<file path="src/rtl/smm_arbiter.sv">
`default_nettype none
// ============================================================================
// Module      : smm_arbiter
// Description : Two-requester front end for a shared, pipelined 2x2 Strassen
//               matrix-multiply core. Grants one operand pair per cycle
//               (round robin on ties), tracks each issue through a
//               LATENCY-deep tag pipeline and returns each result through a
//               per-requester one-entry buffer.
// Revision    : 1.0 - initial release
// ----------------------------------------------------------------------------
// Parameters
//   DATAWIDTH  width of a packed 2x2 operand / result bus
//   BLOCKSIZE  width of one matrix element
//   LATENCY    cycles from core_load to the matching core_c
// Ports
//   clk, rst                     clock, synchronous active-high reset
//   reqN_valid/ready/a/b         operand handshake for requester N (N=0,1)
//   core_load, core_a, core_b    issue strobe and operands to the core
//   core_c                       result from the core
//   rspN_valid/ready/data        result handshake for requester N
//   busy                         any issue in flight or any result buffered
// ============================================================================
module smm_arbiter #(
  parameter int DATAWIDTH = 128,
  parameter int BLOCKSIZE = 32,
  parameter int LATENCY   = 2
) (
  input  logic                 clk,
  input  logic                 rst,
  // requester 0
  input  logic                 req0_valid,
  output logic                 req0_ready,
  input  logic [DATAWIDTH-1:0] req0_a,
  input  logic [DATAWIDTH-1:0] req0_b,
  // requester 1
  input  logic                 req1_valid,
  output logic                 req1_ready,
  input  logic [DATAWIDTH-1:0] req1_a,
  input  logic [DATAWIDTH-1:0] req1_b,
  // shared core
  output logic                 core_load,
  output logic [DATAWIDTH-1:0] core_a,
  output logic [DATAWIDTH-1:0] core_b,
  input  logic [DATAWIDTH-1:0] core_c,
  // responses
  output logic                 rsp0_valid,
  input  logic                 rsp0_ready,
  output logic [DATAWIDTH-1:0] rsp0_data,
  output logic                 rsp1_valid,
  input  logic                 rsp1_ready,
  output logic [DATAWIDTH-1:0] rsp1_data,
  output logic                 busy
);

  localparam int c_ELEMS = DATAWIDTH / BLOCKSIZE;

  // --------------------------------------------------------------------------
  // State
  // --------------------------------------------------------------------------
  logic [1:0]           r_inflight;
  logic [1:0]           r_full;
  logic                 r_last;       // id of the most recent grant
  logic [LATENCY-1:0]   r_tag_vld;
  logic [LATENCY-1:0]   r_tag_id;
  logic [DATAWIDTH-1:0] r_rsp0_data;
  logic [DATAWIDTH-1:0] r_rsp1_data;

  // --------------------------------------------------------------------------
  // Combinational
  // --------------------------------------------------------------------------
  logic [1:0]           w_elig;
  logic                 w_gnt_vld;
  logic                 w_gnt_id;
  logic [1:0]           w_gnt;
  logic                 w_cap_vld;
  logic                 w_cap_id;
  logic [1:0]           w_cap;
  logic [1:0]           w_rsp_fire;
  logic [DATAWIDTH-1:0] w_sel_a;
  logic [DATAWIDTH-1:0] w_sel_b;

  // One outstanding operation per requester: a requester whose result has not
  // yet been handed back is held off, so its buffer is always free at capture.
  assign w_elig[0] = req0_valid & ~r_inflight[0] & ~r_full[0];
  assign w_elig[1] = req1_valid & ~r_inflight[1] & ~r_full[1];

  always_comb begin
    w_gnt_vld = 1'b0;
    w_gnt_id  = 1'b0;
    if (!rst) begin
      if (w_elig[0] && w_elig[1]) begin
        // tie: the requester that did not win last time goes now
        w_gnt_vld = 1'b1;
        w_gnt_id  = ~r_last;
      end else if (w_elig[0]) begin
        w_gnt_vld = 1'b1;
        w_gnt_id  = 1'b0;
      end else if (w_elig[1]) begin
        w_gnt_vld = 1'b1;
        w_gnt_id  = 1'b1;
      end
    end
  end

  assign w_gnt[0]   = w_gnt_vld & ~w_gnt_id;
  assign w_gnt[1]   = w_gnt_vld &  w_gnt_id;
  assign req0_ready = w_gnt[0];
  assign req1_ready = w_gnt[1];
  assign core_load  = w_gnt_vld;

  assign w_sel_a = w_gnt_id ? req1_a : req0_a;
  assign w_sel_b = w_gnt_id ? req1_b : req0_b;

  // Element-wise operand routing; the core sees zeros when nothing is issued.
  generate
    for (genvar e = 0; e < c_ELEMS; e++) begin : g_elem
      assign core_a[e*BLOCKSIZE +: BLOCKSIZE] =
        w_gnt_vld ? w_sel_a[e*BLOCKSIZE +: BLOCKSIZE] : '0;
      assign core_b[e*BLOCKSIZE +: BLOCKSIZE] =
        w_gnt_vld ? w_sel_b[e*BLOCKSIZE +: BLOCKSIZE] : '0;
    end
  endgenerate

  // The oldest tag lines up with the cycle in which core_c carries its result.
  assign w_cap_vld     = r_tag_vld[LATENCY-1];
  assign w_cap_id      = r_tag_id[LATENCY-1];
  assign w_cap[0]      = w_cap_vld & ~w_cap_id;
  assign w_cap[1]      = w_cap_vld &  w_cap_id;
  assign w_rsp_fire[0] = r_full[0] & rsp0_ready;
  assign w_rsp_fire[1] = r_full[1] & rsp1_ready;

  // --------------------------------------------------------------------------
  // Tag pipeline
  // --------------------------------------------------------------------------
  generate
    if (LATENCY == 1) begin : g_tag_single
      always_ff @(posedge clk) begin
        if (rst) begin
          r_tag_vld <= '0;
          r_tag_id  <= '0;
        end else begin
          r_tag_vld <= w_gnt_vld;
          r_tag_id  <= w_gnt_id;
        end
      end
    end else begin : g_tag_shift
      always_ff @(posedge clk) begin
        if (rst) begin
          r_tag_vld <= '0;
          r_tag_id  <= '0;
        end else begin
          r_tag_vld <= {r_tag_vld[LATENCY-2:0], w_gnt_vld};
          r_tag_id  <= {r_tag_id[LATENCY-2:0],  w_gnt_id};
        end
      end
    end
  endgenerate

  // --------------------------------------------------------------------------
  // Arbitration pointer, in-flight flags and result buffers
  // --------------------------------------------------------------------------
  always_ff @(posedge clk) begin
    if (rst) begin
      r_inflight  <= '0;
      r_full      <= '0;
      r_last      <= 1'b1;
      r_rsp0_data <= '0;
      r_rsp1_data <= '0;
    end else begin
      if (w_gnt_vld) begin
        r_last <= w_gnt_id;
      end
      for (int n = 0; n < 2; n++) begin
        r_inflight[n] <= (r_inflight[n] | w_gnt[n]) & ~w_cap[n];
        r_full[n]     <= (r_full[n] & ~w_rsp_fire[n]) | w_cap[n];
      end
      if (w_cap[0]) begin
        r_rsp0_data <= core_c;
      end
      if (w_cap[1]) begin
        r_rsp1_data <= core_c;
      end
    end
  end

  // --------------------------------------------------------------------------
  // Outputs (forced low while reset is held)
  // --------------------------------------------------------------------------
  assign rsp0_valid = r_full[0] & ~rst;
  assign rsp1_valid = r_full[1] & ~rst;
  assign rsp0_data  = r_rsp0_data;
  assign rsp1_data  = r_rsp1_data;
  assign busy       = ~rst & ((|r_tag_vld) | (|r_inflight) | (|r_full));

endmodule
`default_nettype wire

</file>
<file path="config.mk">
export PLATFORM = sky130hd
export DESIGN_NAME = smm_arbiter
export DESIGN_NICKNAME = d
export VERILOG_FILES = /design/src/rtl/smm_arbiter.sv
export SDC_FILE = /design/constraint.sdc
export NUM_CORES = 1
export LEC_CHECK = 0
export CELL_PAD_IN_SITES_DETAIL_PLACEMENT = 1
export CELL_PAD_IN_SITES_GLOBAL_PLACEMENT = 1
export CORE_AREA = 2 2 456 458
export DETAILED_ROUTE_END_ITERATION = 16
export DIE_AREA = 0 0 458 460
export GPL_TIMING_DRIVEN = 0
export PLACE_DENSITY_LB_ADDON = 0.1
export SLEW_MARGIN = 20
export SYNTH_ARGS = -nofsm -noshare
export SYNTH_HDL_FRONTEND = slang
export SYNTH_SLANG_ARGS = --single-unit
</file>
<file path="constraint.sdc">
create_clock -name clk -period 5.1 [get_ports clk]
set_input_delay 1.02 -clock clk [delete_from_list [all_inputs] [get_ports clk]]
set_output_delay 1.02 -clock clk [all_outputs]
set_load 0.1 [all_outputs]
</file>
Word-level counts from Yosys, hierarchy flattened:

Cells that the tools add are included.

* bitwise operators: 35
* div/mod/pow operators: 0
* order comparisons: 0
* reduce and logical (&&, ||, !) cells: 4
* equality and inequality tests: 0
* $add $sub $neg: 0
* multiplexer cells: 17
* shift operators: 0
* multipliers: 0

Operator list (count)
* two-way mux 128 bit: 2
* two-way mux 32 bit: 8
* AND 1 bit: 17
* inverter 1 bit: 12
* two-way mux 1 bit: 7
* bitwise OR 1 bit: 6
* OR reduction 2 bit: 3
* logical AND 1 bit: 1

* bits in writable memories: 0
* bits in latches: 0
* memories: 0
* register bits after elaboration: 265
* bits of input ports: 646
* memory bits (read-only): 0

Logic depth before layout (Yosys ltp):

* word-level depth: 11
* mapped depth: 6
* gate-level depth less buffers: 3

Least setup slack after synthesis:

Ideal clock, no wire load.

* path type: input-to-output
* start: input port req0_valid
* end: output port core_b[118]
* slack: 0.781 ns
* stages on the path: 5
* data required time: 4.080 ns
* data arrival time: 3.299 ns
* path through: nor3b_2 buf_2 buf_2 nand3_2 a21oi_1

* cells in the longest elaborated chain, start to end: 7

Ends and longest elaborated chain
* from (decl): RTL line 31 `input logic req0_valid,`
* AND 1 bit (*) (2 in series): RTL line 84 `assign w_elig[0] = req0_valid & ~r_inflight[0] & ~r_full[0];`
* two-way mux 1 bit or logical AND 1 bit (tied branches): RTL line 95, 91
* two-way mux 1 bit: RTL line 91 `if (w_elig[0] && w_elig[1]) begin`
* two-way mux 1 bit: RTL line 90 `if (!rst) begin`
* two-way mux 128 bit: RTL line 112 `assign w_sel_b = w_gnt_id ? req1_b : req0_b;`
* two-way mux 32 bit (*): RTL line 120 `w_gnt_vld ? w_sel_b[e*BLOCKSIZE +: BLOCKSIZE] : '0;`
* to (decl): RTL line 43 `output logic [DATAWIDTH-1:0] core_b,`

Every way passes the cells marked *; elsewhere a longest branch is shown, timed or not.

Final worst setup path:

* start: input port req1_valid
* end: output port core_a[63]

* cells in the longest elaborated chain, start to end: 8

Ends and longest elaborated chain
* from (decl): RTL line 36 `input logic req1_valid,`
* AND 1 bit (*) (2 in series): RTL line 85 `assign w_elig[1] = req1_valid & ~r_inflight[1] & ~r_full[1];`
* two-way mux 1 bit: RTL line 98 `end else if (w_elig[1]) begin`
* two-way mux 1 bit: RTL line 95 `end else if (w_elig[0]) begin`
* two-way mux 1 bit: RTL line 91
* two-way mux 1 bit: RTL line 90
* two-way mux 128 bit: RTL line 111 `assign w_sel_a = w_gnt_id ? req1_a : req0_a;`
* two-way mux 32 bit (*): RTL line 118 `w_gnt_vld ? w_sel_a[e*BLOCKSIZE +: BLOCKSIZE] : '0;`
* to (decl): RTL line 42 `output logic [DATAWIDTH-1:0] core_a,`

Marks and branches as above.

==> results.txt <==
Fin worst setup slack -> 0.161 ns
Yosys Warn Count -> 0
Clock-pin slew on the worst setup and hold paths -> 0.05 ns
Net Count, Synth -> 2168
Outcome -> finished, final reports clean
Place WS -> -1.17 ns
RR Endpoint -> rsp1_data[115]
Root buffer cell -> clkbuf_16
H-tree levels -> 2
Largest net degree at the start of global routing -> 11
Drt pass-1 iters -> 4
Final slew viol count -> 0
Syn Std Cell Area -> 0.0148 mm^2
Hold endpoint -> r_tag_id[1]
RR Startpoint -> r_tag_vld[1]
R2r setup slk -> 2.88 ns
Share of layout cells above drive strength 1 -> 29.0%
Measured slew at the worst slew-check pin -> 1.16 ns
Synth Instances -> 1522
I/O Pins -> 1164
Routed len/inst -> 27.7 um
Nets@finish -> 3369
Global placer's final weighted congestion -> 0.799
Area of the multi-input gates -> 0.00814 mm^2
Worst hold stages -> 1
Setup TNS -> 0 ns
Vias per inst -> 3.26
Tcrit/Tclk final -> 96.8%
Post-synth top cells -> nand3_1 (292), dfxtp_1 (265), a22o_1 (256)
Crit-path max FO -> 10
Post-Route WL -> 152000 um
Hold Crit Start -> r_tag_id[0]
CTS Sinks -> 265
Primary FF master, synth -> dfxtp_1
Critical path data required time -> 4.08 ns
Worst vdd ir -> 0.189 mV
CORE AREA -> 0.206 mm^2
Hold_buf cts -> 0
Die area -> 0.211 mm^2
Layout fillers -> 24.0k
Final ANT Viol Nets -> 0
Crit Path Category -> input port to primary output
Hold Fails Final Rpt -> 0
Share of the yosys chip area belonging to registers -> 35.8%
Initial Util -> 7.19%
Synth cell types -> 27
Synth area leaders -> dfxtp_1 (36%), a22o_1 (15%), nand3_2 (15%)
Final worst path period need -> 4.94 ns
Area growth syn-to-layout -> 108%
DRT iter0 DRCs -> 620
Worst EP arrival -> 3.92 ns
Vias -> 17.8k
Initial antenna violation count -> 76
PortBufs -> 1162
Number of max-cap violations -> 0
Rel. slew slack -> 22.6%
CTS tree -> built
Die height -> 460 um
Post-DP HPWL -> 130000 um
Mapped Avg Cell Area -> 9.73 um^2
Cell taking the most area after synthesis -> dfxtp_1
Clock Tree Buf Depth -> 3
Count leader, synth -> nand3_1
Achievable Freq -> 0.202 GHz
Pwr/cell area -> 277 mW/mm^2
Leak -> 10.7 nW
DRC viols -> 0
Clk Latency, worst-skew pair -> 0.56 ns
Area share of the largest cell type after synthesis -> 35.8%
First-pass GRT wire length -> 198000 um
CP startpoint kind -> input port
Async S/R FF share, synth -> 0%
Vias in the first global route -> 19.4k
Clock Skew -> 0.0212 ns
Total grt overflow -> 0
Post-synth EDFFs -> 0
#FFs+latches synth -> 265
Setup violators final -> 0
Worst setup EP type -> primary output
Worst-case reg-to-reg path depth -> 4
Hold Path Class -> flop to flop
Reg area -> 0.00531 mm^2
Number of cell rows -> 167
Total Routing Usage GR -> 13.8%
Num CTS Buffers -> 36
Die W -> 458 um
==> metal layers <==
metal	GRT usage [%]	wire length [um]	share of wire [%]	vias to the layer above
met4	1.77	1910	1.3	60
li1	-	-	-	8169
met3	5.27	13200	8.7	171
met1	15.4	58600	39	8656
met2	25.2	77400	51	760
met5	0	382	0.25	-
==> how the worst max path moves through the flow <==
stage                           from           to  slack, ns  cells past startpoint
final                     req1_valid   core_a[63]       0.16                      7
after floorplan           req0_valid  core_b[118]       0.78                      5
after global routing      req0_valid   core_b[94]     -0.001                      8
after global placement    req0_valid  core_b[106]      -1.54                      7
after detailed placement  req0_valid  core_b[106]      -1.17                      7
after CTS                 req1_valid  core_a[124]     0.0007                      8
==> through the flow <==
stage          total power (W)  cells  utilization [%]  hold WS (ns)  instance area (um^2)
2_1_floorplan          0.00462   1522                -         0.414                 14800
5_1_grt                0.00891   5454             14.9         0.483                 30700
3_3_place_gp           0.00621   5388             14.5         0.455                 29800
4_1_cts                0.00875   5453             15.0         0.471                 30900
3_5_place_dp           0.00619   5388             14.4         0.463                 29700
6_report               0.00851   5466             14.9         0.462                 30800
==> cells by family after synthesis <==
family	after synthesis	share of synthesized area, %
simple gates	532	25.7
compound gates	520	29.2
flops	265	35.8
buf+inv	205	9.28
==> area by class of cell <==
class | count | area share [%]
antenna | 13 | 0.106
buffer | 201 | 4.45
clock buffer | 57 | 3.38
clock inverter | 7 | 0.305
inverter | 4 | 0.0488
multi-input combinational | 1052 | 26.5
sequential | 265 | 17.2
tap | 2704 | 11.0
timing repair buffer | 1163 | 37.0
==> flip-flops by register name, summed over array words and instances, names as in the netlist <==
name	count
r_full	2
r_inflight	2
r_last	1
r_tag_id	2
r_tag_vld	2
rsp0_data	128
rsp1_data	128
==> placed cells by master, fill, tap and decap left out, types with 2 or more instances in the layout <==
cell type,netlist,layout
clkdlybuf4s50_1,0,899
nand3_1,292,292
dfxtp_1,265,265
a22o_1,256,256
nand3_2,220,220
a21oi_2,200,201
buf_2,107,125
clkdlybuf4s15_2,0,97
dlygate4sd2_1,0,60
a21oi_1,59,58
clkbuf_1,43,52
clkbuf_2,0,49
clkdlybuf4s15_1,0,39
clkbuf_16,0,36
buf_4,20,24
buf_12,22,23
diode_2,0,13
clkbuf_8,0,6
nor2_1,5,5
buf_6,5,5
buf_1,4,4
nor2b_1,4,4
inv_1,4,4
nor3b_1,2,2
and3b_1,2,2
a21o_1,2,2
clkinv_2,0,2
inv_6,0,2
==> worst max-delay path, stage by stage <==
cell and delay, ns:
clkdlybuf4s50_1 0.49, nor3b_1 0.18, buf_2 0.33, buf_2 0.39
nand3_1 0.12, a21oi_1 0.16, clkdlybuf4s50_1 1.20
==> power by group <==
group | switching (W) | internal (W) | leakage [nW]
combinational | 0.00277 | 0.00105 | 7.96
clock | 0.00106 | 0.00146 | 0.552
sequential | 0.0000393 | 0.00213 | 2.15
total | 0.00387 | 0.00464 | 10.7
==> what timing repair did <==
action | 4_1_cts | 5_1_grt
setup buffers | 1 | 0
resized for setup | 480 | 108
setup endpoints to repair | 247 | 82
Note: power is estimated with default switching activity, not from simulation.
